===== src/rtl/hack_boot_sequencer.sv =====
// Boot/run controller: streams a program image into the SoC ROM loader, then releases the CPU
// and produces a prescaled, pausable, single-steppable CPU clock enable.
module hack_boot_sequencer #(
  parameter int unsigned DATA_WIDTH  = 16,
  parameter int unsigned COUNT_WIDTH = 16,
  parameter int unsigned ACK_TIMEOUT = 1023,
  parameter int unsigned CLK_DIV     = 32768
) (
  input  logic                   clk,
  input  logic                   reset_n,
  input  logic                   start,
  input  logic [COUNT_WIDTH-1:0] word_count,
  input  logic                   s_valid,
  input  logic [DATA_WIDTH-1:0]  s_data,
  output logic                   s_ready,
  output logic                   rom_loader_load,
  output logic                   rom_loader_sck,
  output logic [DATA_WIDTH-1:0]  rom_loader_data,
  input  logic                   rom_loader_ack,
  output logic                   hack_external_reset,
  input  logic                   pause_toggle,
  input  logic                   step,
  output logic                   cpu_clk_en,
  output logic                   busy,
  output logic                   done,
  output logic                   error,
  output logic [COUNT_WIDTH-1:0] words_loaded
);

  localparam int unsigned TW = $clog2(ACK_TIMEOUT + 1);
  localparam int unsigned PW = (CLK_DIV > 1) ? $clog2(CLK_DIV) : 1;
  localparam logic [TW-1:0] TcntLast = TW'(ACK_TIMEOUT - 1);
  localparam logic [PW-1:0] PrescMax = PW'(CLK_DIV - 1);

  typedef enum logic [2:0] {
    StIdle, StFetch, StStrobe, StWaitAck, StRelease, StRun, StError
  } state_e;

  state_e                 state_q, state_d;
  logic [COUNT_WIDTH-1:0] target_q, target_d;
  logic [COUNT_WIDTH-1:0] words_d, words_inc;
  logic [TW-1:0]          tcnt_q, tcnt_d;
  logic [PW-1:0]          presc_q, presc_d;
  logic                   paused_q, paused_d;
  logic [DATA_WIDTH-1:0]  data_d;
  logic                   clk_en_d;

  always_comb begin
    state_d   = state_q;
    target_d  = target_q;
    words_d   = words_loaded;
    words_inc = words_loaded + COUNT_WIDTH'(1);
    tcnt_d    = tcnt_q;
    data_d    = rom_loader_data;
    presc_d   = '0;
    paused_d  = paused_q ^ pause_toggle;

    case (state_q)
      StIdle, StRun, StError: begin
        if (start) begin
          target_d = word_count;
          words_d  = '0;
          state_d  = (word_count == '0) ? StRelease : StFetch;
        end
      end
      StFetch: begin
        if (s_valid) begin
          data_d  = s_data;
          state_d = StStrobe;
        end
      end
      StStrobe: begin
        tcnt_d  = '0;
        state_d = StWaitAck;
      end
      StWaitAck: begin
        if (rom_loader_ack) begin
          words_d = words_inc;
          state_d = (words_inc == target_q) ? StRelease : StFetch;
        end else if (tcnt_q == TcntLast) begin
          state_d = StError;
        end else begin
          tcnt_d = tcnt_q + TW'(1);
        end
      end
      StRelease: state_d = StRun;
      default:   state_d = StIdle;
    endcase

    // Prescaler only runs while staying in RUN; entering or leaving RUN restarts it at zero.
    if (state_q == StRun && state_d == StRun) begin
      presc_d = (presc_q == PrescMax) ? '0 : presc_q + PW'(1);
    end

    // A step is honoured only while paused and not overridden by a same-cycle toggle.
    clk_en_d = (state_d == StRun) &&
               (((presc_d == PrescMax) && !paused_d) || (step && paused_q && !pause_toggle));
  end

  always_ff @(posedge clk) begin
    if (!reset_n) begin
      state_q             <= StIdle;
      target_q            <= '0;
      tcnt_q              <= '0;
      presc_q             <= '0;
      paused_q            <= 1'b0;
      words_loaded        <= '0;
      rom_loader_data     <= '0;
      s_ready             <= 1'b0;
      rom_loader_load     <= 1'b0;
      rom_loader_sck      <= 1'b0;
      hack_external_reset <= 1'b1;
      cpu_clk_en          <= 1'b0;
      busy                <= 1'b0;
      done                <= 1'b0;
      error               <= 1'b0;
    end else begin
      state_q             <= state_d;
      target_q            <= target_d;
      tcnt_q              <= tcnt_d;
      presc_q             <= presc_d;
      paused_q            <= paused_d;
      words_loaded        <= words_d;
      rom_loader_data     <= data_d;
      s_ready             <= (state_d == StFetch);
      rom_loader_load     <= (state_d inside {StFetch, StStrobe, StWaitAck});
      rom_loader_sck      <= (state_d == StStrobe);
      hack_external_reset <= (state_d != StRun);
      cpu_clk_en          <= clk_en_d;
      busy                <= (state_d inside {StFetch, StStrobe, StWaitAck, StRelease});
      done                <= (state_d == StRun);
      error               <= (state_d == StError);
    end
  end

endmodule


===== config.mk =====
export PLATFORM = sky130hd
export DESIGN_NAME = hack_boot_sequencer
export DESIGN_NICKNAME = d
export VERILOG_FILES = /design/src/rtl/hack_boot_sequencer.sv
export SDC_FILE = /design/constraint.sdc
export NUM_CORES = 1
export LEC_CHECK = 0
export CORE_MARGIN = 1.5
export CORE_UTILIZATION = 47
export CTS_CLUSTER_SIZE = 30
export DETAILED_ROUTE_END_ITERATION = 12
export GPL_TIMING_DRIVEN = 0
export PLACE_DENSITY = 0.77
export SYNTH_ARGS = -nofsm -noshare
export SYNTH_HDL_FRONTEND = slang
export SYNTH_SLANG_ARGS = --single-unit

===== constraint.sdc =====
create_clock -name clk -period 2.4 [get_ports clk]
set_clock_uncertainty 0.1 [all_clocks]
set_input_delay 0.72 -clock clk [delete_from_list [all_inputs] [get_ports clk]]
set_output_delay 0.72 -clock clk [all_outputs]
set_load 0.03 [all_outputs]

==> results of run 1 <==
==> metal layers <==
metal  vias up  global-route usage  part of all wire
met2       130               0.391              0.50
met1      1909               0.279              0.43
met3        24              0.0626             0.054
met4         0              0.0703             0.021
li1       1966                   -                 -
met5         -                   0                 0
==> power groups by stage <==
stage / sequential [mW] / combinational, mW / clock, mW
floorplan: 1.57 / 0.215 / 0
global placement: 1.53 / 0.424 / 0
detailed placement: 1.53 / 0.434 / 0
CTS: 1.50 / 0.466 / 0.922
global route: 1.50 / 0.518 / 0.993
finish: 1.50 / 0.481 / 0.904
==> cells by family after synthesis <==
group	after synthesis
compound gates	74
mux	20
simple gates	237
flops	85
xor+xnor	46
fa+ha+maj	4
buf+inv	38
==> tightest hold or removal path, delay by kind of cell (launching register included) <==
kind / cells / cell delay [ns]
flops: 1 / 0.31
compound gates: 1 / 0.05
simple gates: 1 / 0.05
==> state kept, by name, indices dropped and copies added, names as in the netlist <==
signal,count
busy,1
cpu_clk_en,1
done,1
error,1
hack_external_reset,1
paused_q,1
presc_q,15
rom_loader_data,16
rom_loader_load,1
rom_loader_sck,1
s_ready,1
state_q,3
target_q,16
tcnt_q,10
words_loaded,16
==> repair_timing <==
| action | CTS | global route |
|---|---|---|
| endpoints found under the setup margin | 37 | 60 |
| gates resized for setup | 45 | 40 |
| gates cloned | 1 | 0 |
| buffers inserted | 5 | 10 |
| pin swaps | 20 | 15 |
==> worst max-delay path by stage <==
stage                         to  slack [ns]     startpoint  cells after the start
global placement      presc_q[1]       -0.77  word_count[1]                      8
CTS                   presc_q[6]       -0.16  word_count[1]                      9
detailed placement    presc_q[1]       -0.80  word_count[2]                      8
finish                presc_q[6]       -0.15  word_count[1]                      9
global route        target_q[10]       -0.22     state_q[1]                      7
floorplan             presc_q[1]       -0.08  word_count[1]                      7
==> cell type report <==
type,instances,area [sq um],share of cell area
plain buffers,25,156,0.0277
clock buffers,13,149,0.0264
clock inverters,3,21.3,0.00377
inverters,11,41.3,0.00732
multi-input cells,382,2530,0.448
flip-flops and latches,85,1720,0.305
well taps,108,135,0.0240
repair buffers,91,891,0.158
==> cell usage in the layout (no fill, tap or decap), drive strengths merged, types with 2 or more instances in the layout <==
cell type	count
dfxtp	85
nand2	65
clkdlybuf4s50	63
nor2	56
buf	30
a21oi	29
nand3	27
clkbuf	27
xnor2	25
xor2	21
nor3	19
mux2i	18
o21ai	17
nand4	15
inv	11
and3	9
or3	8
dlymetal6s2s	7
and2	7
and4	6
nand2b	5
nor2b	4
a31oi	4
ha	4
nor4	4
nand3b	3
nor3b	3
o2111ai	3
or4	3
o31ai	3
mux2	2
o211ai	2
o2111a	2
dlygate4sd2	2
a21boi	2
clkinv	2
==> metrics by stage <==
step | power, mW | worst slack (ns)
floorplan | 1.79 | -0.0823
global placement | 1.95 | -0.772
detailed placement | 1.96 | -0.797
CTS | 2.88 | -0.156
global route | 3.01 | -0.221
finish | 2.88 | -0.155
==> qor.txt, run 1 <==
initial antenna violation count - 0
hold path cells - 2
Max-Cap Viols - 0
worst slew pin tran - 0.957 ns
Seq/Total Area, Yosys - 0.404
clock root buffer - clkbuf_8
Crit path arrival time - 2.71 ns
Most common cell on crit path - o2111ai_1
EDFF count, synth - 0
violated checks - negative setup slack
Core Region - 8720 sq um
Final nets - 648
final hold slack - 0.359 ns
Leakage - 2.13 nW
die height - 97.7 microns
Worst Path Max Fanout - 4
P&R area growth vs syn - 33.8%
Comb power frac - 0.167
fin cells - 718
hpwl dp - 7710 microns
Die ar. - 9540 sq um
fin area - 5640 sq um
post-synth cell types - 59
WL final - 10900 microns
largest family of logic cells by synthesized area - simple AND/OR/NAND/NOR gates
CTS max path bufs - 2
Mapped Cells - 504
critical path cell sequence - buf_6, or4_4, nor3_4, o2111ai_1, o2111ai_1, o211ai_1, buf_4, o2111a_2, nor2b_1
Ports - 79
async set-reset flop share out of synthesis - 0
unrepaired setup endpoints after global routing - yes
Worst Hold Path EP - rom_loader_data[8]
n_diodes - 0
final setup fails - 29
gpl congestion - 0.896
final period utilization - 1.06
first-pass detailed-route iteration total - 5
first-pass GRT wire length - 17600 microns
leading area contributor after synthesis - dfxtp_1
fin crit period - 2.55 ns
status - finished with violations
Iter 0 DRT Violations - 203
maximum vdd drop - 0.366 mV
Setup crit end kind - register
Synth top area share - 0.404
synthesis-stage register bit count - 85
total global-route track usage - 0.229
chip width - 97.7 microns
Hold Buf Count CTS - 0
Fin. Hold Viols - 0
Crit path buffers/inverters - 2
Simple-Gate Fraction of Synth Area - 0.293
Vias per Instance - 5.61
HP Start - rom_loader_data[8]
total number of vias - 4029
fmax - 391 MHz
Psw - 0.801 mW
setup tns final - -1.99 ns
kind of critical path - in -> reg
DRT antenna net count - 0
Synth top cells by count - dfxtp_1 (85), nand2_1 (64), nor2_1 (55), a21oi_1 (28), nand3_1 (27)
Worst Hold Class - reg -> reg
CP max stage cell - or4_4
H-tree lvl count - 3
switching share of power - 0.278
Mapped Area - 4210 sq um
FF-to-FF End - presc_q[6]
CTS Buf Count - 9
clk_lat worst skew - 0.36 ns
Worst R2R Path Depth - 10
number of warnings issued by yosys - 0
main area contributors after synthesis - dfxtp_1 (40%), nand2_1 (5.7%), xnor2_1 (5.2%), nor2_1 (4.9%), xor2_1 (4.4%)
CP Launch Type - primary input
Compound-Gate Fraction of Synth Area - 0.110
layout cell share with drive strength beyond 1 - 0.149
Final Core Density - 0.646
Critical Path Max Stage Delay - 0.54 ns
Placed Cells - 688
# fillers - 737
Pint - 2.08 mW
Slew HR - 0.355
GRT overflow - 0
vias in the first global route - 3769
TritonCTS Sinks - 85
Post-Synth XOR/XNOR Area - 0.0956
WP data required - 2.55 ns
most common flop cell mapped by yosys - dfxtp_1
# port buffers - 76
CTS clk-pin slew, worst paths - 0.08 ns
most frequent cell after synthesis - dfxtp_1
Cell Area, Placed - 5130 sq um
clock network fraction of total power - 0.314
syn avg cell area - 8.36 sq um
Critical R2R Launch - words_loaded[5]
Initial Util - 0.483
CP top delay family - simple AND/OR/NAND/NOR gates
Final WS setup - -0.155 ns
mux cell area share after synthesis - 0.0481
Seq pwr share - 0.519
reg-to-reg slack, setup - -0.07 ns
CTS tree - yes
adder-cell share of the synthesized area - 0.0119
Residual DRC - 0
WL per Instance - 15.2 microns
post-synthesis net count - 547
largest net degree at the start of global routing - 15
max-slew violations - 0
PD cells - 511 nW/um^2
# rows - 34
Note: power is estimated with default switching activity, not from simulation.
==> run 2, diff against run 1 <==
--- a/config.mk
+++ b/config.mk
@@ -5,6 +5,7 @@
 export SDC_FILE = /design/constraint.sdc
 export NUM_CORES = 1
 export LEC_CHECK = 0
+export CORE_ASPECT_RATIO = 0.8
 export CORE_MARGIN = 1.5
 export CORE_UTILIZATION = 47
 export CTS_CLUSTER_SIZE = 30
==> run 2 against run 1 <==
  * The flow still finishes with violations (negative setup slack)
  * Global-route usage increased by 1.7 points
  * Non-clock buffer count increased by 2
  * Sequential share of layout area decreased by 0.79 points
  * Via count increased by 4.2%
  * Register-to-register slack got worse by 0.02 ns
  * Utilization increased by 2.8 points
  * Critical path depth increased by 1
  * Cell count increased by 0.84%
  * Design area increased by 2.9%
  * Largest power group unchanged
==> qor.txt, run 2 (same netlist as run 1, synthesis figures left out) <==
uppermost layer routed - met4 (unchanged)
hpwl dp - 7810 microns (was 7710 microns)
n_diodes - 0 (unchanged)
# rows - 30 (was 34)
Max-Cap Viols - 0 (unchanged)
vias in the first global route - 3856 (was 3769)
first-pass detailed-route iteration total - 8 (was 5)
CP max stage cell - nor4b_2 (was or4_4)
DRT antenna net count - 0 (unchanged)
Cell Area, Placed - 5130 sq um (about the same)
CP Launch Type - primary input (unchanged)
Core Region - 8600 sq um (was 8720 sq um)
unrepaired setup endpoints after global routing - yes (unchanged)
switching share of power - 0.270 (was 0.278)
WP data required - 2.57 ns (was 2.55 ns)
Initial Util - 0.490 (was 0.483)
Final nets - 650 (was 648)
final period utilization - 1.06 (about the same)
Multi-input gate area - 2620 sq um (was 2530 sq um)
# port buffers - 76 (unchanged)
Ports - 79 (unchanged)
kind of critical path - in -> reg (unchanged)
highest-count cells in the layout ignoring fill and taps - dfxtp_1 (73), clkdlybuf4s50_1 (61), nand2_1 (60) (was dfxtp_1 (76), nand2_1 (63), clkdlybuf4s50_1 (63))
CTS Buf Count - 9 (unchanged)
Vias per Instance - 5.80 (was 5.61)
total global-route track usage - 0.245 (was 0.229)
Pint - 2.32 mW (was 2.08 mW)
CP top delay family - simple AND/OR/NAND/NOR gates (unchanged)
Final WS setup - -0.148 ns (was -0.155 ns)
Worst Hold Class - reg -> reg (unchanged)
routed wl met2 - 5420 microns (was 5450 microns)
PD cells - 547 nW/um^2 (was 511 nW/um^2)
first-pass GRT wire length - 18200 microns (was 17600 microns)
Crit path arrival time - 2.71 ns (about the same)
Crit path buffers/inverters - 3 (was 2)
Die ar. - 9550 sq um (was 9540 sq um)
CTS clk-pin slew, worst paths - 0.09 ns (was 0.08 ns)
CTS max path bufs - 2 (unchanged)
Setup crit end kind - register (unchanged)
FF+latch area - 1720 sq um (about the same)
Seq pwr share - 0.471 (was 0.519)
total number of vias - 4198 (was 4029)
status - finished with violations (unchanged)
Worst Path Max Fanout - 7 (was 4)
# fillers - 686 (was 737)
GRT overflow - 0 (unchanged)
Slew HR - 0.433 (was 0.355)
H-tree lvl count - 3 (unchanged)
fin crit period - 2.55 ns (about the same)
Critical Path Max Stage Delay - 0.38 ns (was 0.54 ns)
Most common cell on crit path - o2111ai_1 (unchanged)
Top Registers - rom_loader_data x16, target_q x16, words_loaded x16 (unchanged)
Psw - 0.857 mW (was 0.801 mW)
violated checks - negative setup slack (unchanged)
P&R area growth vs syn - 37.6% (was 33.8%)
largest net degree at the start of global routing - 15 (unchanged)
clock root buffer - clkbuf_8 (unchanged)
TritonCTS Sinks - 85 (unchanged)
Residual DRC - 0 (unchanged)
max-slew violations - 0 (unchanged)
maximum vdd drop - 0.414 mV (was 0.366 mV)
Final Core Density - 0.675 (was 0.646)
WL per Instance - 16.7 microns (was 15.2 microns)
Fin. Hold Viols - 0 (unchanged)
Hold Buf Count CTS - 0 (unchanged)
met3 WL - 1040 microns (was 586 microns)
worst slew pin tran - 0.842 ns (was 0.957 ns)
initial antenna violation count - 0 (unchanged)
WL final - 12100 microns (was 10900 microns)
clk_lat worst skew - 0.37 ns (was 0.36 ns)
Leakage - 2.18 nW (was 2.13 nW)
Comb power frac - 0.158 (was 0.167)
final setup fails - 17 (was 29)
most common cell after layout, fill and taps aside - dfxtp_1 (unchanged)
Post-Route M1 WL - 5210 microns (was 4650 microns)
layout cell share with drive strength beyond 1 - 0.191 (was 0.149)
fmax - 393 MHz (was 391 MHz)
gpl congestion - 0.940 (was 0.896)
total power - 3.18 mW (was 2.88 mW)
fin area - 5800 sq um (was 5640 sq um)
critical path cell sequence - clkbuf_1, nor4b_2, and3_4, o2111ai_1, o2111ai_1, o211ai_1, buf_4, buf_6, o2111a_2, and2_1 (was buf_6, or4_4, nor3_4, o2111ai_1, o2111ai_1, o211ai_1, buf_4, o2111a_2, nor2b_1)
clock network fraction of total power - 0.371 (was 0.314)
CTS tree - yes (unchanged)
Iter 0 DRT Violations - 298 (was 203)
die height - 87.7 microns (was 97.7 microns)
chip width - 109 microns (was 97.7 microns)
run 2: path summary, 6_finish.rpt:
path / from / end / slack, ns / cells after the start
setup reg to reg: words_loaded[4] / presc_q[10] / -0.09 / 11
setup / recovery: start / presc_q[10] / -0.15 / 10
hold reg to reg: presc_q[0] / presc_q[0] / 0.34 / 1
hold / removal: presc_q[0] / presc_q[0] / 0.34 / 1
run 2: area by class of cell:
class | count | area share
Buffer | 25 | 0.0280
Clock inverter | 5 | 0.0142
Clock buffer | 11 | 0.0261
Tap cell | 112 | 0.0242
Inverter | 11 | 0.00712
Multi-Input combinational cell | 382 | 0.451
Sequential cell | 85 | 0.297
Timing Repair Buffer | 93 | 0.153
run 2: power by group through the flow:
stage               registers, mW  logic (mW)  clock network, mW
global placement             1.53       0.428                  0
CTS                          1.50       0.448               1.20
finish                       1.50       0.502               1.18
global route                 1.50       0.535               1.25
detailed placement           1.53       0.434                  0
floorplan                    1.57       0.215                  0
run 2: per-stage QoR:
| step | std cells | hold slack [ns] | TNS (ns) | setup WS (ns) |
|---|---|---|---|---|
| floorplan | 504 | 0.321 | -0.818 | -0.0823 |
| global placement | 692 | 0.335 | -24.84 | -0.711 |
| detailed placement | 692 | 0.350 | -26.06 | -0.730 |
| CTS | 711 | 0.358 | -0.904 | -0.0707 |
| global route | 724 | 0.348 | -2.86 | -0.184 |
| finish | 724 | 0.343 | -1.51 | -0.148 |
run 2: what timing repair did:
| item | CTS | global route |
|---|---|---|
| resized for setup | 66 | 53 |
| endpoints found under the setup margin | 46 | 68 |
| cloned | 1 | 0 |
| setup buffers | 4 | 13 |
| pin swaps | 21 | 25 |
run 2: worst register-to-register path, stage by stage (launching register included):
cell and delay, ns:
dfxtp_2 0.35, buf_6 0.13, and4_1 0.21, clkbuf_8 0.15, a311o_1 0.21, o2111ai_2 0.14, o31ai_2 0.25, o211ai_1 0.13
buf_4 0.18, buf_6 0.11, o2111a_2 0.28, and2_1 0.14
run 2: layer usage:
metal / vias to the layer above / global-route usage
met5: - / 0
met4: 0 / 0.0993
met3: 51 / 0.0707
met2: 215 / 0.385
met1: 1970 / 0.318
li1: 1962 / -
==> run 3, diff against run 2 <==
--- a/config.mk
+++ b/config.mk
@@ -8,9 +8,9 @@
 export CORE_ASPECT_RATIO = 0.8
 export CORE_MARGIN = 1.5
 export CORE_UTILIZATION = 47
-export CTS_CLUSTER_SIZE = 30
 export DETAILED_ROUTE_END_ITERATION = 12
 export GPL_TIMING_DRIVEN = 0
+export HOLD_SLACK_MARGIN = 0.06
 export PLACE_DENSITY = 0.77
 export SYNTH_ARGS = -nofsm -noshare
 export SYNTH_HDL_FRONTEND = slang
==> results of run 3 <==
Final layout, timing and power as in run 2 (identical DEF).
